File: config.mk
export PLATFORM = sky130hd
export DESIGN_NAME = chro_packer_flat
export DESIGN_NICKNAME = d
export VERILOG_FILES = /design/src/rtl/chro_packer_if.sv /design/src/rtl/chro_packer.sv /design/src/flat_wrapper.sv
export SDC_FILE = /design/constraint.sdc
export NUM_CORES = 1
export LEC_CHECK = 0
export CORE_ASPECT_RATIO = 1.2
export CORE_MARGIN = 2
export CORE_UTILIZATION = 45
export CTS_CLUSTER_SIZE = 40
export DETAILED_ROUTE_END_ITERATION = 8
export GPL_TIMING_DRIVEN = 0
export PLACE_DENSITY = 0.85
export SLEW_MARGIN = 30
export SYNTH_ARGS = -nofsm -noshare
export SYNTH_HDL_FRONTEND = slang
export SYNTH_SLANG_ARGS = --single-unit
export TNS_END_PERCENT = 1
File: constraint.sdc
create_clock -name CLK -period 2.3 [get_ports CLK]
set_clock_uncertainty 0.2 [all_clocks]
set_input_delay 0.23 -clock CLK [delete_from_list [all_inputs] [get_ports CLK]]
set_output_delay 0.23 -clock CLK [all_outputs]
set_load 0.05 [all_outputs]
File: src/rtl/chro_packer_if.sv
// Signal bundle between the upstream readout FSM, the chro_packer and the downstream FIFO.
// The slave modport is the packer's view; master is the environment driving it.
interface chro_packer_if #(
  parameter int NCH = 4,
  parameter int DW  = 12
);
  logic              WR_EN;
  logic              CHSEL;
  logic [NCH-1:0]    CH_VALID;
  logic [NCH*DW-1:0] CH_DATA;
  logic              FIFO_FULL;
  logic              FIFO_WR;
  logic [15:0]       FIFO_DATA;
  logic [15:0]       EVT_CNT;
  logic              OVERFLOW;

  modport master (
    output WR_EN, CHSEL, CH_VALID, CH_DATA, FIFO_FULL,
    input  FIFO_WR, FIFO_DATA, EVT_CNT, OVERFLOW
  );

  modport slave (
    input  WR_EN, CHSEL, CH_VALID, CH_DATA, FIFO_FULL,
    output FIFO_WR, FIFO_DATA, EVT_CNT, OVERFLOW
  );
endinterface

File: src/rtl/chro_packer.sv
// Packs per-channel ADC samples into 16-bit FIFO words framed by a header and a trailer
// per event; dropped words (FIFO full) raise a sticky OVERFLOW flag.
module chro_packer #(
  parameter int NCH = 4,
  parameter int DW  = 12
) (
  input  logic           CLK,
  input  logic           RST_N,
  chro_packer_if.slave   bus
);
  localparam int CW = (NCH > 1) ? $clog2(NCH) : 1;

  typedef enum logic [2:0] {
    S_IDLE,
    S_HEADER,
    S_SELECT,
    S_DATA,
    S_TRAILER
  } state_t;

  state_t          r_state;
  state_t          w_state_next;
  logic [NCH-1:0]  r_mask;
  logic [NCH-1:0]  w_mask_next;
  logic [11:0]     r_wcnt;
  logic [11:0]     w_wcnt_next;
  logic [15:0]     r_evt_cnt;
  logic [15:0]     w_evt_next;
  logic            r_fifo_wr;
  logic [15:0]     r_fifo_data;
  logic            r_overflow;

  logic            w_hdr_req;
  logic            w_sel_req;
  logic            w_word_due;
  logic            w_data_due;
  logic            w_trailer;
  logic [15:0]     w_word;
  logic            w_fifo_wr_next;

  logic [DW-1:0]   w_sample [NCH];
  logic [NCH-1:0]  w_pick;
  logic [CW-1:0]   w_chan;
  logic [DW-1:0]   w_chan_sample;

  assign w_hdr_req = bus.WR_EN & ~bus.CHSEL;
  assign w_sel_req = bus.WR_EN &  bus.CHSEL;

  // w_pick is the one-hot lowest set bit of the pending mask.
  genvar gi;
  generate
    for (gi = 0; gi < NCH; gi++) begin : g_ch
      localparam logic [NCH-1:0] LOWER = NCH'((64'd1 << gi) - 64'd1);
      assign w_sample[gi] = bus.CH_DATA[gi*DW +: DW];
      assign w_pick[gi]   = r_mask[gi] & ~|(r_mask & LOWER);
    end
  endgenerate

  always_comb begin
    w_chan        = '0;
    w_chan_sample = '0;
    for (int i = 0; i < NCH; i++) begin
      if (w_pick[i]) begin
        w_chan        = CW'(i);
        w_chan_sample = w_sample[i];
      end
    end
  end

  always_comb begin
    w_state_next = r_state;
    w_mask_next  = r_mask;
    w_wcnt_next  = r_wcnt;
    w_evt_next   = r_evt_cnt;
    w_word_due   = 1'b0;
    w_data_due   = 1'b0;
    w_trailer    = 1'b0;
    w_word       = 16'h0000;

    case (r_state)
      // TRAILER is the cycle the trailer word is on the bus; it accepts a new header like IDLE.
      S_IDLE, S_TRAILER: begin
        w_state_next = S_IDLE;
        if (w_hdr_req) begin
          w_word_due   = 1'b1;
          w_word       = {4'hA, r_evt_cnt[11:0]};
          w_wcnt_next  = 12'h000;
          w_state_next = S_HEADER;
        end
      end
      S_HEADER: begin
        if (w_sel_req) begin
          w_mask_next  = bus.CH_VALID;
          w_state_next = S_SELECT;
        end else if (!w_hdr_req) begin
          w_trailer = 1'b1;
        end
      end
      S_SELECT, S_DATA: begin
        if (w_sel_req) begin
          if (|r_mask) begin
            w_word_due   = 1'b1;
            w_data_due   = 1'b1;
            w_word       = {2'b01, 2'(w_chan), 12'(w_chan_sample)};
            w_mask_next  = r_mask & ~w_pick;
            w_state_next = S_DATA;
          end else begin
            w_mask_next = bus.CH_VALID;
          end
        end else begin
          w_trailer = 1'b1;
        end
      end
      default: w_state_next = S_IDLE;
    endcase

    if (w_trailer) begin
      w_word_due   = 1'b1;
      w_word       = {4'hF, r_wcnt};
      w_evt_next   = r_evt_cnt + 16'd1;
      w_state_next = S_TRAILER;
    end

    // Only data words that reach the FIFO are counted, saturating at the field maximum.
    if (w_data_due && !bus.FIFO_FULL && (r_wcnt != 12'hFFF)) begin
      w_wcnt_next = r_wcnt + 12'd1;
    end
  end

  assign w_fifo_wr_next = w_word_due & ~bus.FIFO_FULL;

  always_ff @(posedge CLK or negedge RST_N) begin
    if (!RST_N) begin
      r_state     <= S_IDLE;
      r_mask      <= '0;
      r_wcnt      <= 12'h000;
      r_evt_cnt   <= 16'h0000;
      r_fifo_wr   <= 1'b0;
      r_fifo_data <= 16'h0000;
      r_overflow  <= 1'b0;
    end else begin
      r_state    <= w_state_next;
      r_mask     <= w_mask_next;
      r_wcnt     <= w_wcnt_next;
      r_evt_cnt  <= w_evt_next;
      r_fifo_wr  <= w_fifo_wr_next;
      if (w_fifo_wr_next) begin
        r_fifo_data <= w_word;
      end
      r_overflow <= r_overflow | (w_word_due & bus.FIFO_FULL);
    end
  end

  assign bus.FIFO_WR   = r_fifo_wr;
  assign bus.FIFO_DATA = r_fifo_data;
  assign bus.EVT_CNT   = r_evt_cnt;
  assign bus.OVERFLOW  = r_overflow;
endmodule

File: src/flat_wrapper.sv
// flat-port wrapper written by rule: the top's interface ports become plain ports
module chro_packer_flat 
#(
  parameter int NCH = 4,
  parameter int DW  = 12
)
  (CLK, RST_N, bus_WR_EN, bus_CHSEL, bus_CH_VALID, bus_CH_DATA, bus_FIFO_FULL, bus_FIFO_WR, bus_FIFO_DATA, bus_EVT_CNT, bus_OVERFLOW);
  chro_packer_if #(.NCH(NCH), .DW(DW)) bus_i ();
  input  logic CLK;
  input  logic RST_N;
  input wire logic [$bits(bus_i.WR_EN)-1:0] bus_WR_EN;
  input wire logic [$bits(bus_i.CHSEL)-1:0] bus_CHSEL;
  input wire logic [$bits(bus_i.CH_VALID)-1:0] bus_CH_VALID;
  input wire logic [$bits(bus_i.CH_DATA)-1:0] bus_CH_DATA;
  input wire logic [$bits(bus_i.FIFO_FULL)-1:0] bus_FIFO_FULL;
  output wire logic [$bits(bus_i.FIFO_WR)-1:0] bus_FIFO_WR;
  output wire logic [$bits(bus_i.FIFO_DATA)-1:0] bus_FIFO_DATA;
  output wire logic [$bits(bus_i.EVT_CNT)-1:0] bus_EVT_CNT;
  output wire logic [$bits(bus_i.OVERFLOW)-1:0] bus_OVERFLOW;
  assign bus_i.WR_EN = bus_WR_EN;
  assign bus_i.CHSEL = bus_CHSEL;
  assign bus_i.CH_VALID = bus_CH_VALID;
  assign bus_i.CH_DATA = bus_CH_DATA;
  assign bus_i.FIFO_FULL = bus_FIFO_FULL;
  assign bus_FIFO_WR = bus_i.FIFO_WR;
  assign bus_FIFO_DATA = bus_i.FIFO_DATA;
  assign bus_EVT_CNT = bus_i.EVT_CNT;
  assign bus_OVERFLOW = bus_i.OVERFLOW;
  chro_packer #(.NCH(NCH), .DW(DW)) u_core (.CLK(CLK), .RST_N(RST_N), .bus(bus_i));
endmodule
==> results of run 1 <==
## cells by family (layout without fill, tap and decap cells)
family                     count (synthesis)  count (layout)  share of synthesized area [%]
AOI/OAI and AO/OA                        107             107                          26.09
and+or+nand+nor                          102             102                          19.21
DFF                                       53              53                          43.14
buffers and inverters                     33             133                          5.453
xor gates and xnor gates                  15              15                          4.274
muxes                                      3               3                          1.018
adders and majority gates                  2               2                         0.8139
## registers in the layout (all words and copies together) (netlist names)
| name | flops |
|---|---|
| u_core.bus.EVT_CNT | 16 |
| u_core.bus.FIFO_DATA | 16 |
| u_core.bus.FIFO_WR | 1 |
| u_core.bus.OVERFLOW | 1 |
| u_core.r_mask | 4 |
| u_core.r_state | 3 |
| u_core.r_wcnt | 12 |
## how the worst max path moves through the flow
stage / end / from
after global placement: u_core.bus.EVT_CNT[15] / RST_N
after CTS: u_core.bus.EVT_CNT[11] / u_core.bus.EVT_CNT[2]
after floorplan: u_core.bus.EVT_CNT[9] / u_core.bus.EVT_CNT[2]
after detailed placement: u_core.r_wcnt[5] / bus_WR_EN
after global routing: u_core.r_wcnt[3] / u_core.r_state[1]
final: u_core.r_wcnt[7] / u_core.r_wcnt[0]
## per-layer routing
| layer | part of all wire (%) | up-vias | global-route usage, % |
|---|---|---|---|
| met5 | 0 | - | 0 |
| met2 | 49 | 145 | 42.72 |
| met3 | 7.9 | 10 | 5.163 |
| met1 | 42 | 1455 | 28.66 |
| li1 | - | 1402 | - |
| met4 | 1.2 | 0 | 5.460 |
## timing repair
action | 4_1_cts | 5_1_grt
hold endpoints to repair | 53 | 0
endpoints found under the setup margin | 0 | 10
hold buffers | 1 | 0
resized for setup | 0 | 1
## per-stage QoR
stage | hold WS, ns | instance area (um^2) | setup WS (ns) | setup TNS, ns | instances
after floorplan | -0.2656 | 3074 | 0.1614 | 0 | 315
after global placement | 0.2650 | 4084 | -0.7267 | -40.78 | 492
after detailed placement | -0.1719 | 4109 | -0.2206 | -3.182 | 493
after CTS | 0.03873 | 4214 | 0.04817 | 0 | 502
after global routing | 0.04686 | 4219 | -0.06632 | -0.2202 | 502
final | 0.04144 | 4219 | 0.06109 | 0 | 502
## power groups by stage
| stage | Combinational, mW | Clock [mW] | Sequential [mW] |
|---|---|---|---|
| finish | 1.56 | 0.540 | 1.21 |
| global route | 1.66 | 0.591 | 1.23 |
| floorplan | 0.584 | 0 | 1.63 |
| global placement | 1.53 | 0 | 1.22 |
| CTS | 1.56 | 0.550 | 1.21 |
| detailed placement | 1.55 | 0 | 1.23 |
## placed cells by master (no fill, tap or decap), types with 3 or more instances in the layout
cell type / n
nand4_1: 9
clkbuf_1: 10
or3_1: 3
nand3_1: 12
and4_1: 3
nor3_1: 7
a221o_1: 13
inv_1: 9
o211ai_1: 3
a21o_1: 3
and3_1: 6
clkdlybuf4s50_1: 89
nand2_1: 31
nand3b_1: 12
xnor2_1: 13
clkbuf_8: 5
a21oi_1: 32
o21ai_0: 9
a31oi_1: 5
buf_6: 4
buf_2: 4
o2bb2ai_1: 13
buf_4: 3
dfrtp_1: 53
o32a_1: 12
## worst max-delay path: cells and delay by family (launching register included)
| kind | cells | cell delay, ns |
|---|---|---|
| simple gates | 2 | 0.38 |
| buf+inv | 1 | 0.17 |
| flops | 1 | 0.46 |
| compound gates | 2 | 0.59 |
| fa+ha+maj | 1 | 0.31 |
## final cells by class
class / instances / area, um^2
fill: 540 / 2511
timing repair buffer: 92 / 935.9
tap: 87 / 108.9
buffer: 23 / 130.1
sequential: 53 / 1326
inverter: 10 / 37.54
clock inverter: 3 / 26.28
multi-input combinational: 229 / 1585
clock buffer: 5 / 68.82
==> run_results.csv, run 1 <==
group,metric,value,unit
floorplanning,start_util,45.68,%
global_routing,antenna_found_initial,0,
routing,num_vias,3012,
setup_path,slowest_stage,"dfrtp_1",
clocking,cts_tree,"built",
sta,max-slew-margin-rel,62.85,%
setup_path,r2r_start,"u_core.r_wcnt[0]",
power,internal_power,1.910,mW
power,irDropWorstVdd,0.6276,mV
synth,yosysMostFrequentCell,"dfrtp_1",
final_layout,layout.nets,473,
synth,synthCells,315,
synth,synth.distinct_cells,57,
sta,tightestPinTransition,0.5562,ns
floorplanning,ioPinCount,91,
status,outcome,"finished clean",
power,p_per_area,786.4,nW/um^2
global_routing,grt_max_degree,53,
setup_path,max_stage_delay,0.46,ns
synth,yosys.area.top_type,"dfrtp_1",
sta,rsz0062_at_grt,"true",
synth,syn_nets,374,
clocking,ctsRootBufferMaster,"clkbuf_8",
synth,syn_area_per_cell,9.759,um^2
setup_path,cp_cell_sequence,"ha_1 -> and3_1 -> and3_1 -> clkbuf_1 -> o21ai_1 -> o221ai_1",
global_routing,grt_pass1_vias,2935,
setup_path,crit_path_frequent_cell,"and3_1",
synth,synth-edff-count,0,
routing,drc,0,
floorplanning,row_count,33,
sta,fin_crit_sh,97.34,%
setup_path,cp-start-kind,"register",
clocking,cts_max_path_buffers,2,
power,cellLeakagePower,1.640,nW
floorplanning,core_area,6730,um^2
synth,synthTopCellsByCount,"dfrtp_1, a21oi_1, nand2_1",
power,total_power,3.318,mW
setup_path,r2r_cells,6,
synth,ys_ff_latch,53,
global_routing,grt_util_all_layers,23.66,%
floorplanning,fp.dieH,94.54,um
floorplanning,dieArea,7511,um^2
synth,yosysWarnings,0,
final_layout,drive_above_1_share,7.952,%
final_layout,utilization,62.69,%
setup_path,rrSetupSlack,0.06,ns
clocking,clock_sinks,53,
synth,synth-main-ff-cell,"dfrtp_1",
power,pwr-share-comb,47.2,%
global_routing,grt-ovfl-total,0,
sta,max_freq,446.6,MHz
synth,ys_seq_area_share,43.14,%
clocking,htreeDepth,2,
final_layout,diodes,0,
setup_path,required,2.28,ns
setup_path,crit_arrival,2.22,ns
routing,routedWlPerCell,17.61,um
floorplanning,dieWidth,79.45,um
synth,synthTopCellsByArea,"dfrtp_1, a21oi_1, a221o_1",
power,pwr-share-seq,36.6,%
placement,hpwl,6.614,mm
setup_path,crit_type,"register to register",
setup_path,timing.rr.end,"u_core.r_wcnt[7]",
setup_path,critPathCaptureType,"register",
job,max_cap_viol_count,0,
synth,syn_area,3074,um^2
sta,hold_viol,0,
routing,drt-total-wl,8.842,mm
clocking,cts.reportedPaths.clkPinSlew,0.10,ns
power,swShare,42.44,%
sta,final.min_clock_period,2.239,ns
routing,dr.pass1.iters,4,
worst_hold_path,hold_path.class,"input port to async pin",
global_routing,grt_pass1_wl,13.97,mm
sta,slew_violations,0,
synth,async_reset_ff_share,100.0,%
setup_path,cp_max_fo,7,
sta,setup_viol,0,
final_layout,syn_to_final_growth,37.24,%
power,p_clk_share,16.3,%
placement,portBuffers,90,
placement,gp_congestion,0.9364,
routing,viasPerCell,6.000,
clocking,post_cts_buffers,0,
power,p_sw,1.408,mW
synth,yosysTopAreaCellShare,43.14,%
routing,first_iter_violations,151,
routing,detail-route-antenna-nets,0,
clocking,numCtsBuffers,5,
clocking,worstSkewPairLatency,0.31,ns
(Power assumes the default switching activity.)
==> inputs of run 2 (changes only) <==
--- a/config.mk
+++ b/config.mk
@@ -7,11 +7,11 @@
 export LEC_CHECK = 0
 export CORE_ASPECT_RATIO = 1.2
 export CORE_MARGIN = 2
-export CORE_UTILIZATION = 45
-export CTS_CLUSTER_SIZE = 40
+export CORE_UTILIZATION = 36
+export CTS_CLUSTER_SIZE = 25
 export DETAILED_ROUTE_END_ITERATION = 8
 export GPL_TIMING_DRIVEN = 0
-export PLACE_DENSITY = 0.85
+export PLACE_DENSITY = 0.72
 export SLEW_MARGIN = 30
 export SYNTH_ARGS = -nofsm -noshare
 export SYNTH_HDL_FRONTEND = slang
==> run 2 against run 1 <==
Compared with the run above: die area rose by 24%; sequential share of layout area fell by 0.39 points; utilization fell by 11 points; fmax rose by 3.3%; cell area rose by 1.2%; first-iteration DRC count rose by 33%; clock-buffer cell count rose by 1; register-to-register slack improved by 0.07 ns; wire length rose by 3.5%; flip-flop and latch count did not move; critical path type unchanged; critical endpoint is now u_core.bus.FIFO_DATA[3]; largest cell class unchanged.
==> run_results.csv, run 2 (synthesis gave the netlist of run 1 again) <==
group,metric,value,unit
final_layout,fin_area,4272,um^2
placement,portBuffers,90,
setup_path,r2r_cells,6,
setup_path,cp_max_fo,10,
final_layout,utilization,52.11,%
routing,num_vias,2946,
sta,fin_crit_sh,94.25,%
power,irDropWorstVdd,0.5219,mV
global_routing,grt-ovfl-total,0,
sta,rsz0062_at_grt,"false",
clocking,cts_max_path_buffers,2,
sta,slew_violations,0,
final_layout,layout.nets,473,
floorplanning,core_area,8198,um^2
final_layout,drive_above_1_share,8.434,%
clocking,numCtsBuffers,5,
routing,routedWlPerCell,17.30,um
floorplanning,start_util,37.50,%
status,outcome,"finished clean",
sta,final.min_clock_period,2.168,ns
sta,worst_hold_slack,0.1770,ns
setup_path,max_stage_delay,0.59,ns
global_routing,grt_max_degree,28,
placement,gp_congestion,0.8743,
setup_path,crit_arrival,2.16,ns
clocking,post_cts_buffers,0,
placement,dpl_cell_area,4135,um^2
routing,first_iter_violations,201,
final_layout,layout_common_cells,"clkdlybuf4s50_1, dfrtp_1, a21oi_1",
sta,max-slew-margin-rel,64.73,%
power,p_per_area,794.7,nW/um^2
setup_path,timing.rr.end,"u_core.bus.FIFO_DATA[3]",
routing,drc,0,
setup_path,rrSetupSlack,0.13,ns
routing,dr.pass1.iters,4,
placement,hpwl,7.012,mm
setup_path,required,2.29,ns
setup_path,slowest_stage,"or4_4",
global_routing,antenna_found_initial,0,
floorplanning,fp.dieH,105.2,um
final_layout,diodes,0,
sta,tightestPinTransition,0.5274,ns
clocking,cts_tree,"built",
final_layout,syn_to_final_growth,38.95,%
setup_path,r2r_start,"u_core.r_mask[0]",
setup_path,cp_cell_sequence,"buf_6 -> or4_4 -> nand2_4 -> buf_4 -> a21oi_1 -> o32a_1",
sta,max_freq,461.3,MHz
clocking,cts.reportedPaths.clkPinSlew,0.10,ns
floorplanning,row_count,36,
setup_path,crit_type,"register to register",
floorplanning,ioPinCount,91,
sta,hold_viol,0,
sta,setup_viol,0,
global_routing,grt_pass1_vias,2933,
global_routing,grt_util_all_layers,19.65,%
clocking,clock_sinks,53,
clocking,worstSkewPairLatency,0.30,ns
global_routing,grt_pass1_wl,14.52,mm
final_layout,mostFrequentLayoutCell,"clkdlybuf4s50_1",
clocking,htreeDepth,2,
setup_path,critPathCaptureType,"register",
routing,viasPerCell,5.569,
routing,detail-route-antenna-nets,0,
power,cellLeakagePower,1.645,nW
worst_hold_path,hold_path.class,"input port to async pin",
job,max_cap_viol_count,0,
floorplanning,dieArea,9298,um^2
floorplanning,dieWidth,88.36,um
routing,drt-total-wl,9.150,mm
clocking,ctsRootBufferMaster,"clkbuf_8",
setup_path,cp-start-kind,"register",
run 2: cell count changes in the layout (fill, tap and decap cells not counted), sizes merged:
cell,previous run,this run
clkbuf,16,17
inv,11,10
clkinv,2,1
bufinv,0,1
run 2: timing repair:
action	CTS	global route
resized for setup	0	5
endpoints found under the setup margin	0	14
hold endpoints to repair	53	0
hold buffers	1	0
run 2: metrics by stage:
stage / std cells / power (mW) / setup TNS, ns / setup WS (ns)
global route: 529 / 3.580 / 0 / 0.01888
CTS: 529 / 3.419 / 0 / 0.06877
global placement: 519 / 2.768 / -43.14 / -0.7636
finish: 529 / 3.394 / 0 / 0.1323
floorplan: 315 / 2.211 / 0 / 0.1614
detailed placement: 520 / 2.791 / -3.203 / -0.2162
run 2: worst max path at each step:
stage / startpoint / endpoint / slack (ns) / cells after the start
2_1_floorplan: u_core.bus.EVT_CNT[2] / u_core.bus.EVT_CNT[9] / 0.16 / 5
3_3_place_gp: RST_N / u_core.bus.EVT_CNT[15] / -0.76 / 1
3_5_place_dp: bus_CHSEL / u_core.r_wcnt[5] / -0.22 / 5
4_1_cts: u_core.r_wcnt[0] / u_core.r_wcnt[7] / 0.07 / 6
5_1_grt: u_core.r_state[1] / u_core.bus.FIFO_DATA[7] / 0.02 / 5
6_report: u_core.r_mask[0] / u_core.bus.FIFO_DATA[3] / 0.13 / 6
run 2: worst max-delay path: cells and delay by family (launching register included):
family                 cells  cell delay [ns]
AO/OA/AOI/OAI              2             0.42
buffers and inverters      2             0.33
flip-flops                 1             0.38
AND/OR/NAND/NOR            2             0.73
run 2: power by group:
part           leakage (nW)  total [mW]  internal, mW  switching (mW)
combinational         0.914        1.57         0.606           0.960
sequential            0.676        1.21          1.08           0.129
clock                0.0554       0.620         0.327           0.293
total                  1.65        3.39          2.01            1.38
run 2: area by class of cell:
type                       instances  area, um^2
clock buffer                       6       72.57
clock inverter                     2       38.79
timing repair buffer              92       928.4
sequential                        53        1326
fill                             768        3926
tap                              114       142.6
multi-input combinational        229        1594
buffer                            23       131.4
inverter                          10       37.54
run 2: routing by layer:
layer,vias up,share of wire (%),track usage (%)
li1,1407,-,-
met1,1436,44,25.54
met2,99,48,33.40
met3,4,7.4,3.367
met4,0,0.75,5.195
met5,-,0,0
